`config.mk`:
```
export PLATFORM = sky130hd
export DESIGN_NAME = uart_rx_sync
export DESIGN_NICKNAME = d
export VERILOG_FILES = /design/src/rtl/uart_pkg.sv /design/src/rtl/uart_sync2.sv /design/src/rtl/uart_rx_sync.sv
export SDC_FILE = /design/constraint.sdc
export NUM_CORES = 1
export LEC_CHECK = 0
export CORE_MARGIN = 2
export CORE_UTILIZATION = 60
export DETAILED_ROUTE_END_ITERATION = 8
export DONT_BUFFER_PORTS = 1
export GPL_ROUTABILITY_DRIVEN = 0
export MAX_ROUTING_LAYER = met4
export PLACE_DENSITY_LB_ADDON = 0.3
export SYNTH_ARGS = -nofsm -noshare
export SYNTH_HDL_FRONTEND = slang
export SYNTH_SLANG_ARGS = --single-unit
```
`constraint.sdc`:
```
create_clock -name clk -period 3.6 [get_ports clk]
set_input_delay 0.36 -clock clk [delete_from_list [all_inputs] [get_ports clk]]
set_output_delay 0.36 -clock clk [all_outputs]
set_load 0.05 [all_outputs]
```
`src/rtl/uart_pkg.sv`:
```
// Shared UART definitions: receiver state encoding and bit-period computation.
package uart_pkg;

  typedef enum logic [2:0] {
    RX_IDLE,
    RX_START,
    RX_DATA,
    RX_PARITY,
    RX_STOP
  } rx_state_t;

  // Whole clock cycles per bit; fractional remainder is dropped.
  function automatic int clks_per_bit(input int clk_freq, input int baud_rate);
    return clk_freq / baud_rate;
  endfunction

endpackage

```
`src/rtl/uart_sync2.sv`:
```
// Two-flop synchronizer for a single asynchronous input. Reset value is 1,
// which matches the idle level of a UART line.
module uart_sync2 (
  input  logic clk,
  input  logic rst,
  input  logic d,
  output logic q
);

  logic r_meta;
  logic r_sync;

  // NOTE: synchronous active-low reset -- rst is only looked at on the clock edge,
  // so it sits inside the edge-triggered block rather than in the sensitivity list.
  always_ff @(posedge clk) begin
    if (!rst) begin
      r_meta <= 1'b1;
      r_sync <= 1'b1;
    end else begin
      r_meta <= d;
      r_sync <= r_meta;
    end
  end

  assign q = r_sync;

endmodule

```
`src/rtl/uart_rx_sync.sv`:
```
// UART receiver, 8N1 (8E1 when UART_RX_PARITY_EN is defined), mid-bit sampling,
// single-entry holding register with valid/ready handshake and error pulses.
module uart_rx_sync
  import uart_pkg::*;
#(
  parameter int clk_freq  = 100000,
  parameter int baud_rate = 9600
) (
  input  logic       clk,
  input  logic       rst,
  input  logic       rx,
  output logic [7:0] rx_data,
  output logic       rx_valid,
  input  logic       rx_ready,
  output logic       frame_err,
  output logic       parity_err,
  output logic       overrun
);

  localparam int CLKS_PER_BIT = clks_per_bit(clk_freq, baud_rate);
  localparam int CNT_W        = $clog2(CLKS_PER_BIT);
  localparam logic [CNT_W-1:0] CNT_LAST = CNT_W'(CLKS_PER_BIT - 1);
  localparam logic [CNT_W-1:0] CNT_HALF = CNT_W'(CLKS_PER_BIT / 2 - 1);

  generate
    if (CLKS_PER_BIT < 4) begin : g_bad_cfg
      $error("uart_rx_sync: clk_freq/baud_rate must be at least 4");
    end
  endgenerate

  rx_state_t        r_state;
  logic             r_armed;
  logic [CNT_W-1:0] r_cnt;
  logic [2:0]       r_idx;
  logic [7:0]       r_shift;
  logic [7:0]       r_rx_data;
  logic             r_rx_valid;
  logic             r_frame_err;
  logic             r_overrun;
  logic             w_rx_s;
  logic             w_bit_end;
  logic             w_par_fail;

  uart_sync2 u_sync (
    .clk (clk),
    .rst (rst),
    .d   (rx),
    .q   (w_rx_s)
  );

  assign w_bit_end = (r_cnt == CNT_LAST);

`ifdef UART_RX_PARITY_EN
  logic r_par_bad;
  logic r_parity_err;
  assign w_par_fail = r_par_bad;
  assign parity_err = r_parity_err;
`else
  assign w_par_fail = 1'b0;
  assign parity_err = 1'b0;
`endif

  // NOTE: every register here is assigned with <= so all of them update together
  // from the values present before the edge; blocking = would leak new values downstream.
  always_ff @(posedge clk) begin
    if (!rst) begin
      r_state     <= RX_IDLE;
      r_armed     <= 1'b0;
      r_cnt       <= '0;
      r_idx       <= '0;
      r_shift     <= '0;
      r_rx_data   <= '0;
      r_rx_valid  <= 1'b0;
      r_frame_err <= 1'b0;
      r_overrun   <= 1'b0;
`ifdef UART_RX_PARITY_EN
      r_par_bad    <= 1'b0;
      r_parity_err <= 1'b0;
`endif
    end else begin
      r_frame_err <= 1'b0;
      r_overrun   <= 1'b0;
`ifdef UART_RX_PARITY_EN
      r_parity_err <= 1'b0;
`endif
      if (r_rx_valid && rx_ready) r_rx_valid <= 1'b0;

      case (r_state)
        RX_IDLE: begin
          // A line that has never been seen high since the last frame cannot start one.
          if (w_rx_s) begin
            r_armed <= 1'b1;
          end else if (r_armed) begin
            r_state <= RX_START;
            r_cnt   <= '0;
          end
        end

        RX_START: begin
          if (r_cnt == CNT_HALF) begin
            r_cnt <= '0;
            r_idx <= '0;
            r_state <= w_rx_s ? RX_IDLE : RX_DATA;
          end else begin
            r_cnt <= r_cnt + 1'b1;
          end
        end

        RX_DATA: begin
          if (w_bit_end) begin
            r_shift <= {w_rx_s, r_shift[7:1]};
            r_cnt   <= '0;
            if (r_idx == 3'd7) begin
`ifdef UART_RX_PARITY_EN
              r_state <= RX_PARITY;
`else
              r_state <= RX_STOP;
`endif
            end else begin
              r_idx <= r_idx + 1'b1;
            end
          end else begin
            r_cnt <= r_cnt + 1'b1;
          end
        end

`ifdef UART_RX_PARITY_EN
        RX_PARITY: begin
          if (w_bit_end) begin
            r_par_bad <= ^{w_rx_s, r_shift};
            r_cnt     <= '0;
            r_state   <= RX_STOP;
          end else begin
            r_cnt <= r_cnt + 1'b1;
          end
        end
`endif

        RX_STOP: begin
          if (w_bit_end) begin
            r_state <= RX_IDLE;
            r_armed <= 1'b0;
            r_cnt   <= '0;
            if (w_par_fail) begin
`ifdef UART_RX_PARITY_EN
              r_parity_err <= 1'b1;
`endif
            end else if (!w_rx_s) begin
              r_frame_err <= 1'b1;
            end else if (!r_rx_valid || rx_ready) begin
              r_rx_data  <= r_shift;
              r_rx_valid <= 1'b1;
            end else begin
              r_overrun <= 1'b1;
            end
          end else begin
            r_cnt <= r_cnt + 1'b1;
          end
        end

        default: r_state <= RX_IDLE;
      endcase
    end
  end

  assign rx_data   = r_rx_data;
  assign rx_valid  = r_rx_valid;
  assign frame_err = r_frame_err;
  assign overrun   = r_overrun;

endmodule
```
After elaboration in Yosys (flattened, before gate mapping) --
Cells that the tools add are included.
Cells by class: equality and inequality tests 14, mux-type cells 27, reductions and logical operators 16, $add $sub $neg 2
Operators with widths (count):
- $mux 3 | 9
- $mux 4 | 4
- $ne 2x2->1 const B | 7
- $pmux 3 s4 | 1
- $pmux 4 s3 | 1
- $reduce_and 4->1 | 3
- $mux 1 | 9
- $reduce_and 3->1 | 3
- $eq 3x3->1 const B | 2
- $pmux 3 s2 | 1
- $reduce_and 6->1 | 1
- $add 4x1->4 const B | 1
- $eq 4x3->1 const B | 1
- $eq 4x4->1 const B | 1
- $reduce_bool 2->1 | 2
- $add 3x1->3 const B | 1
- $eq 3x1->1 const B | 1
- $eq 3x2->1 const B | 1
- $logic_not 3->1 | 1
- $reduce_bool 3->1 | 1
- $mux 2 | 1
- $ne 2x1->1 const B | 1
- $pmux 1 s2 | 1
- $reduce_and 2->1 | 1
- 4 further kinds | 4
Storage, ports and cells: bits in registers 32, output and inout bits 12

Depth between registers and ports, before layout --
word-level depth 6, depth in mapped cells 7, mapped depth without buffers 6

Modules after synthesis --
From an unflattened synthesis, not the netlist that was laid out.
Second synthesis, totals: cell total of the unflattened synthesis 173, area total of the unflattened synthesis 1527.7 sq um
By module, submodules not included:
- uart_rx_sync | instances 1, seq. area each 600.6 sq um, cells an instance 169, area each 1475.2 sq um
- uart_sync2 | instances 1, seq. area each 40.0 sq um, cells an instance 4, area each 52.6 sq um

Worst setup path after synthesis --
Ideal clock, no wire load.
path type reg-to-reg, start reg r_cnt[1], end reg r_state[1], path buffers 1, library setup time 0.072 ns, data arrival time 1.543 ns, setup slack 1.985 ns, stages on the path, launching flop included 8, required time 3.528 ns, cells stage by stage dfxtp_1 > inv_1 > ha_1 > and3b_1 > buf_6 > o32ai_4 > or2b_4 > mux2i_1
Between the ends: cells in the longest elaborated chain, start to end 3, elaborated cells on any way between the ends 6, those cells by class 5 x eq/ne; 1 x reduce/logical
Ends and longest elaborated chain:
- from (decl) | line uart_rx_sync.sv:33 | logic [CNT_W-1:0] r_cnt;
- from (signal assigned) | line uart_rx_sync.sv:105 | r_cnt <= r_cnt + 1'b1;
- from (signal assigned) | line uart_rx_sync.sv:123 | r_cnt <= r_cnt + 1'b1;
- from (signal assigned) | line uart_rx_sync.sv:157 | r_cnt <= r_cnt + 1'b1;
- $eq 4x3->1 / $eq 4x4->1 (equally long branches) | line uart_rx_sync.sv:100, uart_rx_sync.sv:51
- $ne 2x2->1 (no line)
- $reduce_and 6->1 (no line) *
- to (signal assigned) | line uart_rx_sync.sv:103 | r_state <= w_rx_s ? RX_IDLE : RX_DATA;
- to (decl) | line uart_rx_sync.sv:31 | rx_state_t r_state;
Every way passes the cells marked *; elsewhere a longest branch is shown, timed or not. A chain may end at the register's enable or synchronous reset.

Final worst setup path --
start reg r_cnt[1], end reg r_rx_data[7], in the netlist rx_data[7]
Between the ends: cells in the longest elaborated chain, start to end 2
Ends and longest elaborated chain:
- $eq 4x4->1 | line uart_rx_sync.sv:51 | assign w_bit_end = (r_cnt == CNT_LAST);
- $reduce_and 4->1 (no line)
- to (signal assigned) | line uart_rx_sync.sv:151 | r_rx_data <= r_shift;
- to (decl) | line uart_rx_sync.sv:36 | logic [7:0] r_rx_data;
No other way between the ends.

==> results.txt <==
The die is 53.1 um tall. Across every metal layer, demand over resource in global routing totals 21.7%. The worst setup slack for register-to-register paths came out at 1770 ps.

The post-detailed-placement cell area came out at 1430 um^2. The number of global-route vias before repair came out at 929. The total inserted antenna cells is 0. The number of buffers and inverters on the critical path is 1. The largest stage delay on the critical path came out at 410 ps. During synthesis, Yosys emitted a total of 0 warnings. Summed over all layers, the global routing overflow is 0. The number of DRC violations after detailed routing came out at 0. The clock insertion delay at the later pin of the skew report is 330 ps. The count of max-cap constraint violations is 0. The run finished with clean final reports. Measured on the finished design, the core utilization comes to 66.4%.

Summing the sequential cell areas from Yosys gives 44.3% of the chip area. Clock-pin slew was measured on the worst setup and hold paths at 90 ps. The biggest fanout along the worst timing path came out at 8. TritonCTS built the clock tree.

OpenSTA, run right after detailed placement, puts the worst setup slack at 1790 ps. The number of pins with negative max-slew slack in the final report is 0. The wire length the detailed router placed on met1 is 1.16 mm.

The area of the core region is 2250 um^2. The largest net degree at the start of global routing is 29. The count of port buffers added during placement came out at 0. The count of final hold-check violations is 0. Setup violations remaining at the end of the flow were counted as 0. The first global-routing pass estimated 4.16 mm of wire. The slowest stage of the critical path belongs to the cell sky130_fd_sc_hd__nand4_2. Based on the critical path, the design can be clocked at up to 546 MHz. The remaining antenna violation count came out at 0. The mean post-synth cell area is 10.2 um^2. Counting every net in the synthesized netlist gives 152.

The family of cells with the greatest summed delay on the critical path is simple AND/OR/NAND/NOR gates. The number of fill cells in the layout came out at 190. The path class of the tightest hold or removal check is primary input to flop. The count of flip-flops with a built-in enable after synthesis is 0.

The first detailed-routing pass took 4 iterations. The data required time of the critical path came out at 3810 ps. The number of H-tree levels came out at 2. The number of violations reported at the end of detailed-routing iteration 0 came out at 21. The met3 layer wire length in the routed design came out at 118 um. The clock period minus worst slack came out at 1830 ps. The number of buffers inserted by hold repair at cts is 0. The number of cells upsized or downsized after cts is 0. The via count of the routed design came out at 980. The synthesized design contains 32 register bits. Traced cell by cell, the critical path runs through inv_1 > ha_1 > and3b_1 > nand4_2 > mux2i_1 > nor2_1. The routed wire length came out at 2.57 mm. The finished layout cell area came out at 1500 um^2. The part of the cycle the worst path needs is 50.9%. The share of layout cells above drive strength 1 came out at 12.0%. For this design the static power due to leakage is 0.716 nW. The worst setup path is launched from a flop. The highest layer touched by signal routing is met4. The number of buffers on the longest clock path came out at 2. The die is 53.1 um wide. The total I/O pin count came out at 16. The sum of internal, switching and leakage power came out at 0.000604 W. The clock sink total is 32. For this design the ratio of total power to cell area is 403 nW/um^2. The most used flip-flop cell after synthesis is sky130_fd_sc_hd__dfxtp_1. The worst voltage drop across the vdd grid is 0.291 mV. The async set-or-reset flop fraction in the synthesized netlist is 0%. The worst path arrival time is 2040 ps.

The half-perimeter wire length of the detailed placement result is 1.87 mm. The cell area after synthesis is 1450 um^2. Setup slack closes at 1770 ps. The total clock buffers created by CTS came out at 5.

For this configuration, the core starts out at a cell density of 64.2%. The die footprint came out at 2820 um^2. The initial antenna violation count is 0. The row count came out at 17. The tree is rooted in a sky130_fd_sc_hd__clkbuf_4. The met2 wirelength from detailed routing is 1.26 mm.

The max-slew headroom at the worst pin is 65.3%. The worst setup path is captured at a flop. Dividing the detail-routed wire length by the instance count gives 15.1 um.

Using the TritonRoute via totals, the vias-per-cell ratio works out to 5.76. The count of cell types in the netlist came out at 42. Setup repair after global routing left no endpoint under its margin. The final net count came out at 152.

After routing, the total negative slack on setup checks comes to 0 ps. Across the routed clock network, the largest skew measured is 7.28 ps. The cell count after synthesis is 142. The slew at the pin closest to its max-slew limit came out at 520 ps.

The area growth from synthesis to layout is 3.46%. The total setup buffers inserted after CTS came out at 0. The start-to-end type of the worst setup path is flop to flop.
## cell type report
cell class | instances | area (um^2) | share of cell area, %
inverters | 3 | 11.3 | 0.752
multi-input cells | 100 | 746 | 49.8
clock buffers | 7 | 65.1 | 4.34
flip-flops and latches | 32 | 641 | 42.8
well taps | 28 | 35.0 | 2.34
## flip-flops by register name, indices dropped and copies added, names as in the netlist
register,count
u_sync.r_meta,1
rx_valid,1
u_sync.q,1
r_idx,3
r_cnt,4
frame_err,1
r_armed,1
overrun,1
r_shift,8
rx_data,8
r_state,3
## kinds of logic after synthesis
| group | synth area share (%) |
|---|---|
| AOI/OAI and AO/OA | 8.21 |
| xor gates and xnor gates | 1.73 |
| adders and majority gates | 5.88 |
| buffers and inverters | 4.24 |
| DFF | 44.3 |
| muxes | 13.8 |
| other | 0.259 |
| and+or+nand+nor | 21.6 |
## metal layers
metal | global-route usage [%] | vias to the layer above
li1 | - | 491
met1 | 25.0 | 463
met2 | 34.8 | 19
met3 | 6.78 | 7
met4 | 8.97 | 0
met5 | - | -
## cell usage in the layout (no fill, tap or decap), drive strengths merged
cell type | Yosys | final
dfxtp | 32 | 32
nor2 | 25 | 25
mux2i | 20 | 20
clkbuf | 3 | 7
ha | 6 | 6
nand2b | 5 | 5
nand2 | 5 | 5
nor3 | 4 | 4
nand3 | 4 | 4
nand3b | 3 | 3
inv | 3 | 3
a21oi | 2 | 2
a21boi | 2 | 2
a22oi | 2 | 2
and3b | 2 | 2
nor3b | 2 | 2
xnor2 | 2 | 2
nand4 | 1 | 1
nand4b | 1 | 1
or3b | 1 | 1
or3 | 1 | 1
o32ai | 1 | 1
o211ai | 1 | 1
or2b | 1 | 1
maj3 | 1 | 1
a21o | 1 | 1
a31oi | 1 | 1
nor4 | 1 | 1
a221oi | 1 | 1
o41ai | 1 | 1
o21ai | 1 | 1
and2 | 1 | 1
conb | 1 | 1
## through the flow
stage	std cells	hold slack [ps]
global route	170	93.0
global placement	163	400
CTS	170	108
finish	170	106
detailed placement	163	413
floorplan	142	386
## synthesized netlist by cell type (all sizes together) (2+ instances only)
master	instances	area share, %
dfxtp	32	44
nor2	25	6.5
mux2i	20	14
ha	6	5.2
nand2	5	1.3
nand2b	5	2.2
buf	4	2.0
nand3	4	1.7
nor3	4	1.4
clkbuf	3	1.5
inv	3	0.78
nand3b	3	1.6
a21boi	2	1.0
a21oi	2	0.69
a22oi	2	1.0
and3b	2	1.3
nor3b	2	1.4
xnor2	2	1.7
## report_power, final
group | switching (W) | leakage (nW) | internal (W)
clock | 0.000112 | 0.0374 | 0.000111
sequential | 0.00000381 | 0.259 | 0.000357
combinational | 0.0000139 | 0.420 | 0.00000689
total | 0.000130 | 0.716 | 0.000474
## worst reg2reg max path, stage by stage, from the launching register on
cell	delay [ps]
sky130_fd_sc_hd__dfxtp_1	360
sky130_fd_sc_hd__inv_1	100
sky130_fd_sc_hd__ha_1	160
sky130_fd_sc_hd__and3b_1	360
sky130_fd_sc_hd__nand4_2	410
sky130_fd_sc_hd__mux2i_1	280
sky130_fd_sc_hd__nor2_1	60
## worst paths after layout
kind                       from    endpoint  depth (start not counted)
setup / recovery       r_cnt[1]  rx_data[7]                          6
hold / removal              rst    u_sync.q                          1
setup reg to reg       r_cnt[1]  rx_data[7]                          6
hold reg to reg   u_sync.r_meta    u_sync.q                          1
Note: power is estimated with default switching activity, not from simulation.
